===== src/rtl/md5_feed_pkg.sv =====
// Shared types and constants for the MD5 single-block feeder.
package md5_feed_pkg;

  typedef enum logic [2:0] {
    S_IDLE,
    S_LOAD,
    S_PAD,
    S_LEN_LO,
    S_LEN_HI,
    S_START,
    S_DRAIN
  } load_state_e;

  localparam logic [7:0] PAD_BYTE   = 8'h80;
  localparam logic [3:0] LEN_LO_IDX = 4'd14;
  localparam logic [3:0] LEN_HI_IDX = 4'd15;

  typedef logic lane_t;

endpackage


===== src/rtl/md5_pad_word.sv =====
// Final-word shaping: keep bytes below nbytes_i, drop the 0x80 marker at
// byte nbytes_i, zero everything above.
module md5_pad_word
  import md5_feed_pkg::*;
(
  input  logic [31:0] data_i,
  input  logic [2:0]  nbytes_i,
  output logic [31:0] word_o
);

  for (genvar k = 0; k < 4; k++) begin : g_byte
    localparam logic [2:0] K = 3'(k);
    assign word_o[8*k +: 8] = (K < nbytes_i)  ? data_i[8*k +: 8] :
                              (K == nbytes_i) ? PAD_BYTE : 8'h00;
  end

endmodule


===== src/rtl/md5_block_feeder.sv =====
// Loads padded single-block messages into a dual-lane md5unit round-robin
// and returns the digests in message order.
module md5_block_feeder
  import md5_feed_pkg::*;
#(
  parameter int MAX_MSG_BYTES = 55,
  parameter int START_GUARD   = 2
) (
  input  logic         clk,
  input  logic         reset,
  input  logic         in_valid,
  output logic         in_ready,
  input  logic [31:0]  in_data,
  input  logic         in_last,
  input  logic [2:0]   in_bytes,
  output logic         write,
  output logic [4:0]   writeaddr,
  output logic [31:0]  writedata,
  output logic [1:0]   start,
  input  logic [1:0]   done,
  input  logic [127:0] digest0,
  input  logic [127:0] digest1,
  output logic         out_valid,
  input  logic         out_ready,
  output logic [127:0] out_digest,
  output logic         err
);

  localparam logic [6:0] MAX_B = 7'(MAX_MSG_BYTES);

  load_state_e state_q, state_d;
  logic [3:0]  idx_q, idx_d;
  logic [6:0]  bytes_q, bytes_d;
  logic        need80_q, need80_d;
  lane_t       wr_lane_q, wr_lane_d, rd_lane_q, rd_lane_d;
  logic [1:0]  busy_q, busy_d;
  logic [1:0][START_GUARD-1:0] guard_q, guard_d;
  logic        write_q, write_d;
  logic [4:0]  waddr_q, waddr_d;
  logic [31:0] wdata_q, wdata_d;
  logic [1:0]  start_q, start_d;
  logic        err_q, err_d;

  logic [31:0] pad_word;
  logic [6:0]  new_bytes;
  logic        handoff;

  md5_pad_word u_pad (
    .data_i   (in_data),
    .nbytes_i (in_bytes),
    .word_o   (pad_word)
  );

  assign in_ready  = (state_q == S_LOAD) || (state_q == S_DRAIN);
  assign new_bytes = bytes_q + (in_last ? {4'd0, in_bytes} : 7'd4);

  // A lane's done only counts once its post-start guard window has drained.
  assign out_valid  = busy_q[rd_lane_q] & done[rd_lane_q] & ~|guard_q[rd_lane_q];
  assign out_digest = rd_lane_q ? digest1 : digest0;
  assign handoff    = out_valid & out_ready;

  assign write     = write_q;
  assign writeaddr = waddr_q;
  assign writedata = wdata_q;
  assign start     = start_q;
  assign err       = err_q;

  always_comb begin
    state_d   = state_q;
    idx_d     = idx_q;
    bytes_d   = bytes_q;
    need80_d  = need80_q;
    wr_lane_d = wr_lane_q;
    write_d   = 1'b0;
    waddr_d   = waddr_q;
    wdata_d   = wdata_q;
    start_d   = '0;
    err_d     = 1'b0;
    unique case (state_q)
      S_IDLE: begin
        idx_d    = '0;
        bytes_d  = '0;
        need80_d = 1'b0;
        if (!busy_q[wr_lane_q]) state_d = S_LOAD;
      end
      S_LOAD: if (in_valid) begin
        if (idx_q == LEN_LO_IDX) begin
          if (in_last) begin
            err_d   = 1'b1;
            state_d = S_IDLE;
          end else begin
            state_d = S_DRAIN;
          end
        end else if (in_last && (new_bytes > MAX_B)) begin
          err_d   = 1'b1;
          state_d = S_IDLE;
        end else begin
          write_d = 1'b1;
          waddr_d = {wr_lane_q, idx_q};
          wdata_d = (in_last && in_bytes != 3'd4) ? pad_word : in_data;
          idx_d   = idx_q + 4'd1;
          bytes_d = new_bytes;
          if (in_last) begin
            need80_d = (in_bytes == 3'd4);
            // A 55-byte tail lands on word 13, so the length words follow directly.
            state_d  = (in_bytes == 3'd4 || idx_q != LEN_LO_IDX - 4'd1) ? S_PAD : S_LEN_LO;
          end
        end
      end
      S_PAD: begin
        write_d  = 1'b1;
        waddr_d  = {wr_lane_q, idx_q};
        wdata_d  = need80_q ? {24'd0, PAD_BYTE} : 32'd0;
        need80_d = 1'b0;
        idx_d    = idx_q + 4'd1;
        if (idx_q == LEN_LO_IDX - 4'd1) state_d = S_LEN_LO;
      end
      S_LEN_LO: begin
        write_d = 1'b1;
        waddr_d = {wr_lane_q, LEN_LO_IDX};
        wdata_d = {22'd0, bytes_q, 3'd0};
        state_d = S_LEN_HI;
      end
      S_LEN_HI: begin
        write_d = 1'b1;
        waddr_d = {wr_lane_q, LEN_HI_IDX};
        wdata_d = 32'd0;
        state_d = S_START;
      end
      S_START: begin
        start_d[wr_lane_q] = 1'b1;
        wr_lane_d          = ~wr_lane_q;
        state_d            = S_IDLE;
      end
      S_DRAIN: if (in_valid && in_last) begin
        err_d   = 1'b1;
        state_d = S_IDLE;
      end
      default: state_d = S_IDLE;
    endcase
  end

  always_comb begin
    busy_d    = busy_q;
    rd_lane_d = rd_lane_q;
    for (int u = 0; u < 2; u++) guard_d[u] = guard_q[u] >> 1;
    if (handoff) begin
      busy_d[rd_lane_q] = 1'b0;
      rd_lane_d         = ~rd_lane_q;
    end
    if (state_q == S_START) begin
      busy_d[wr_lane_q]  = 1'b1;
      guard_d[wr_lane_q] = '1;
    end
  end

  always_ff @(posedge clk or posedge reset) begin
    if (reset) begin
      state_q   <= S_IDLE;
      idx_q     <= '0;
      bytes_q   <= '0;
      need80_q  <= 1'b0;
      wr_lane_q <= 1'b0;
      rd_lane_q <= 1'b0;
      busy_q    <= '0;
      guard_q   <= '0;
      write_q   <= 1'b0;
      waddr_q   <= '0;
      wdata_q   <= '0;
      start_q   <= '0;
      err_q     <= 1'b0;
    end else begin
      state_q   <= state_d;
      idx_q     <= idx_d;
      bytes_q   <= bytes_d;
      need80_q  <= need80_d;
      wr_lane_q <= wr_lane_d;
      rd_lane_q <= rd_lane_d;
      busy_q    <= busy_d;
      guard_q   <= guard_d;
      write_q   <= write_d;
      waddr_q   <= waddr_d;
      wdata_q   <= wdata_d;
      start_q   <= start_d;
      err_q     <= err_d;
    end
  end

endmodule


===== config.mk =====
export PLATFORM = sky130hd
export DESIGN_NAME = md5_block_feeder
export DESIGN_NICKNAME = d
export VERILOG_FILES = /design/src/rtl/md5_feed_pkg.sv /design/src/rtl/md5_pad_word.sv /design/src/rtl/md5_block_feeder.sv
export SDC_FILE = /design/constraint.sdc
export NUM_CORES = 1
export LEC_CHECK = 0
export ABC_AREA = 1
export CAP_MARGIN = 20
export CORE_AREA = 4 4 179 181
export DETAILED_ROUTE_END_ITERATION = 7
export DIE_AREA = 0 0 183 185
export PLACE_DENSITY = 0.57
export SKIP_CTS_REPAIR_TIMING = 1
export SLEW_MARGIN = 20
export SYNTH_ARGS = -nofsm -noshare
export SYNTH_HDL_FRONTEND = slang
export SYNTH_SLANG_ARGS = --single-unit

===== constraint.sdc =====
create_clock -name clk -period 3.6 [get_ports clk]
set_clock_uncertainty 0.15 [all_clocks]
set_input_delay 0.72 -clock clk [delete_from_list [all_inputs] [get_ports clk]]
set_output_delay 0.72 -clock clk [all_outputs]
set_load 0.02 [all_outputs]

==> results.json <==
{
  "grt_pass1_wl_um": 46500,
  "relSlewSlack": 0.625,
  "wl_per_cell_um": 24.3,
  "ant_nets": 0,
  "cts_tree": "yes",
  "critical_path_class": "reg -> out",
  "path_depth": 3,
  "clockRootBuffer": "clkbuf_16",
  "drv_slew": 0,
  "io_buffers": 468,
  "r2r_slack_ns": 1.11,
  "grt_usage": 0.195,
  "htreeDepth": 3,
  "die_w_um": 183,
  "required_ns": 2.73,
  "hp-class": "reg -> reg",
  "ys_warn_count": 0,
  "synthCells": 598,
  "clk_pin_slew_ns": 0.06,
  "worst_pin_slew_ns": 0.563,
  "reg2reg_to": "writedata[0]",
  "grt_antenna_before_repair": 2,
  "power.density_mw_per_mm2": 715,
  "cts_buffers": 9,
  "ys_types": 34,
  "drive_above_1_share": 0.195,
  "ys_seq_area_frac": 0.310,
  "reg2reg_depth": 14,
  "area_delta_synth_final_pct": 109,
  "worstReg2RegStart": "bytes_q[0]",
  "drt_iter0_drc": 313,
  "period_share": 0.932,
  "cp_cell_sequence": "buf_12 > mux2_2 > clkdlybuf4s50_1",
  "cpPeakStageDelay_ns": 0.75,
  "worstPathMaxFanout": 35,
  "crit_start": "rd_lane_q",
  "synth_area_mm2": 0.00501,
  "synth_top_cell_by_area": "dfrtp_1",
  "clock.fmax_mhz": 298,
  "cp_top_family": "buffers and inverters",
  "netlist_top_cells_area": "dfrtp_1 31%, mux2_2 29%, nand2_1 10%",
  "core_region_area_mm2": 0.0304,
  "clk_path_buf_depth": 2,
  "grt_pass1_vias": 6091,
  "worstPathArrival_ns": 2.48,
  "grt_max_degree": 38,
  "start_util": 0.165,
  "fin_tns_setup_ns": 0,
  "path_buf_inv": 2,
  "design_area_mm2": 0.0105,
  "start_kind": "flop",
  "first_pass_iters": 5,
  "clock_latency_ns": 0.33,
  "ir_worst_vdd_v": 0.000382,
  "syn-mean-instance-area_um2": 8.38,
  "drv_cap": 0,
  "synth_top_cell_area_share": 0.310,
  "p_total_mw": 7.48,
  "vias": 6074,
  "post-route-min-period_ns": 3.35,
  "nNetsFinal": 1368,
  "leakage_nw": 4.47,
  "setup_viol": 0,
  "dieArea_mm2": 0.0339,
  "postRouteWirelength_um": 35600,
  "min_path_cells": 2,
  "die_h_um": 185,
  "ys_ff_latch": 62,
  "fillerInstances": 3156,
  "dp_hpwl_um": 31100,
  "rsz0062_at_grt": "no",
  "status": "finished, final reports clean",
  "synth.net_count": 903,
  "hold_viol": 0,
  "gp_congestion": 0.835,
  "drc": 0,
  "rows": 64,
  "boundaryPins": 469,
  "placedInstanceArea_mm2": 0.0102,
  "viasPerCell": 4.15,
  "cp_slowest_cell": "dfrtp_4",
  "crit_path_end_kind": "output pin",
  "grt-ovfl-total": 0,
  "crit_path_end": "out_digest[57]",
  "cts.sinks": 62
}
[sequential cells by signal, summed over array words and instances, names as in the netlist, 2 cells and up]
register   count
idx_q          4
busy_q         2
state_q        3
guard_q        3
bytes_q        7
writeaddr      5
writedata     32
[kinds of logic after synthesis]
group,Yosys count,share of synthesized area
XOR/XNOR,2,0.00350
buffers and inverters,86,0.0847
AO/OA/AOI/OAI,24,0.0262
flip-flops,62,0.310
AND/OR/NAND/NOR,289,0.269
adder cells (fa/ha/maj),7,0.0190
multiplexers,128,0.288
[through the flow]
step | hold WS [ns] | setup WS, ns | utilization | cells
after CTS | 0.321 | 0.249 | 0.344 | 1464
after detailed placement | 0.307 | 0.165 | 0.334 | 1448
after global placement | 0.307 | 0.246 | 0.334 | 1448
after floorplan | 0.298 | 0.797 | - | 598
after global routing | 0.347 | 0.184 | 0.344 | 1464
final | 0.320 | 0.246 | 0.344 | 1465
[area by class of cell]
class                   instances  area, µm²  share of cell area
diodes                          1       2.50            0.000239
multi-input cells             450       3030               0.290
clock buffers                  12        246              0.0236
inverters                      54        203              0.0194
well taps                     396        495              0.0474
flip-flops and latches         62       1560               0.149
clock inverters                 4       56.3             0.00538
repair buffers                486       4870               0.465
[Yosys cell counts]
| cell | instances |
|---|---|
| nand4_1 | 7 |
| buf_12 | 2 |
| o21a_1 | 1 |
| nor2_4 | 2 |
| o31ai_1 | 1 |
| xor2_1 | 2 |
| nor2_1 | 34 |
| o211ai_1 | 1 |
| nor2_2 | 1 |
| inv_2 | 4 |
| nand2_1 | 137 |
| dfrtp_1 | 62 |
| nand2_2 | 30 |
| fa_1 | 1 |
| o21a_2 | 1 |
| or2_2 | 4 |
| nand3b_1 | 9 |
| buf_4 | 10 |
| buf_6 | 2 |
| nand3_2 | 2 |
| buf_2 | 12 |
| nor3_4 | 1 |
| nor3_1 | 2 |
| nor3b_1 | 2 |
| mux2_2 | 128 |
| clkbuf_1 | 4 |
| o21ai_0 | 17 |
| ha_1 | 6 |
| nand3_1 | 57 |
| buf_1 | 1 |
| a21oi_1 | 3 |
| and3_1 | 1 |
| clkbuf_2 | 1 |
| inv_1 | 50 |
[power by group]
group	internal [mW]	total, mW	switching [mW]
clock	0.559	0.881	0.322
sequential	0.968	1.27	0.305
combinational	2.38	5.32	2.94
total	3.91	7.48	3.57
[placed cells by master, fill, tap and decap left out, types with 2 or more instances in the layout]
master and instances:
clkdlybuf4s50_1 467, nand2_1 137, mux2_2 128, dfrtp_1 61, nand3_1 57, inv_1 49, nor2_1 34, nand2_2 30
o21ai_0 17, buf_4 15, nand3b_1 9, clkbuf_16 9, nand4_1 7, ha_1 6, inv_2 5, or2_2 4
buf_12 4, a21oi_1 3, clkinv_4 3, nor3_1 2, xor2_1 2, nand3_2 2, nor3b_1 2, nor2_4 2
clkbuf_1 2
[layer usage]
layer,global-route usage,vias to the layer above,wire length [µm]
met2,0.259,299,14000
met4,0.0307,2,521
met5,0,-,13
met1,0.272,2856,16000
met3,0.119,18,5060
li1,-,2899,-
[worst min path at each step]
stage,to,startpoint,slack (ns)
finish,writedata[15],writedata[15],0.32
global route,writedata[13],writedata[13],0.35
CTS,writedata[15],writedata[15],0.32
detailed placement,writedata[15],writedata[15],0.31
global placement,writedata[31],writedata[31],0.31
floorplan,guard_q[0],start[0],0.30
[tightest hold or removal path, delay by kind of cell (launching register included)]
kind             cells  cell delay, ns
flip-flops           1            0.34
AND/OR/NAND/NOR      2            0.10
No activity file was read; power rests on OpenSTA's default activity.
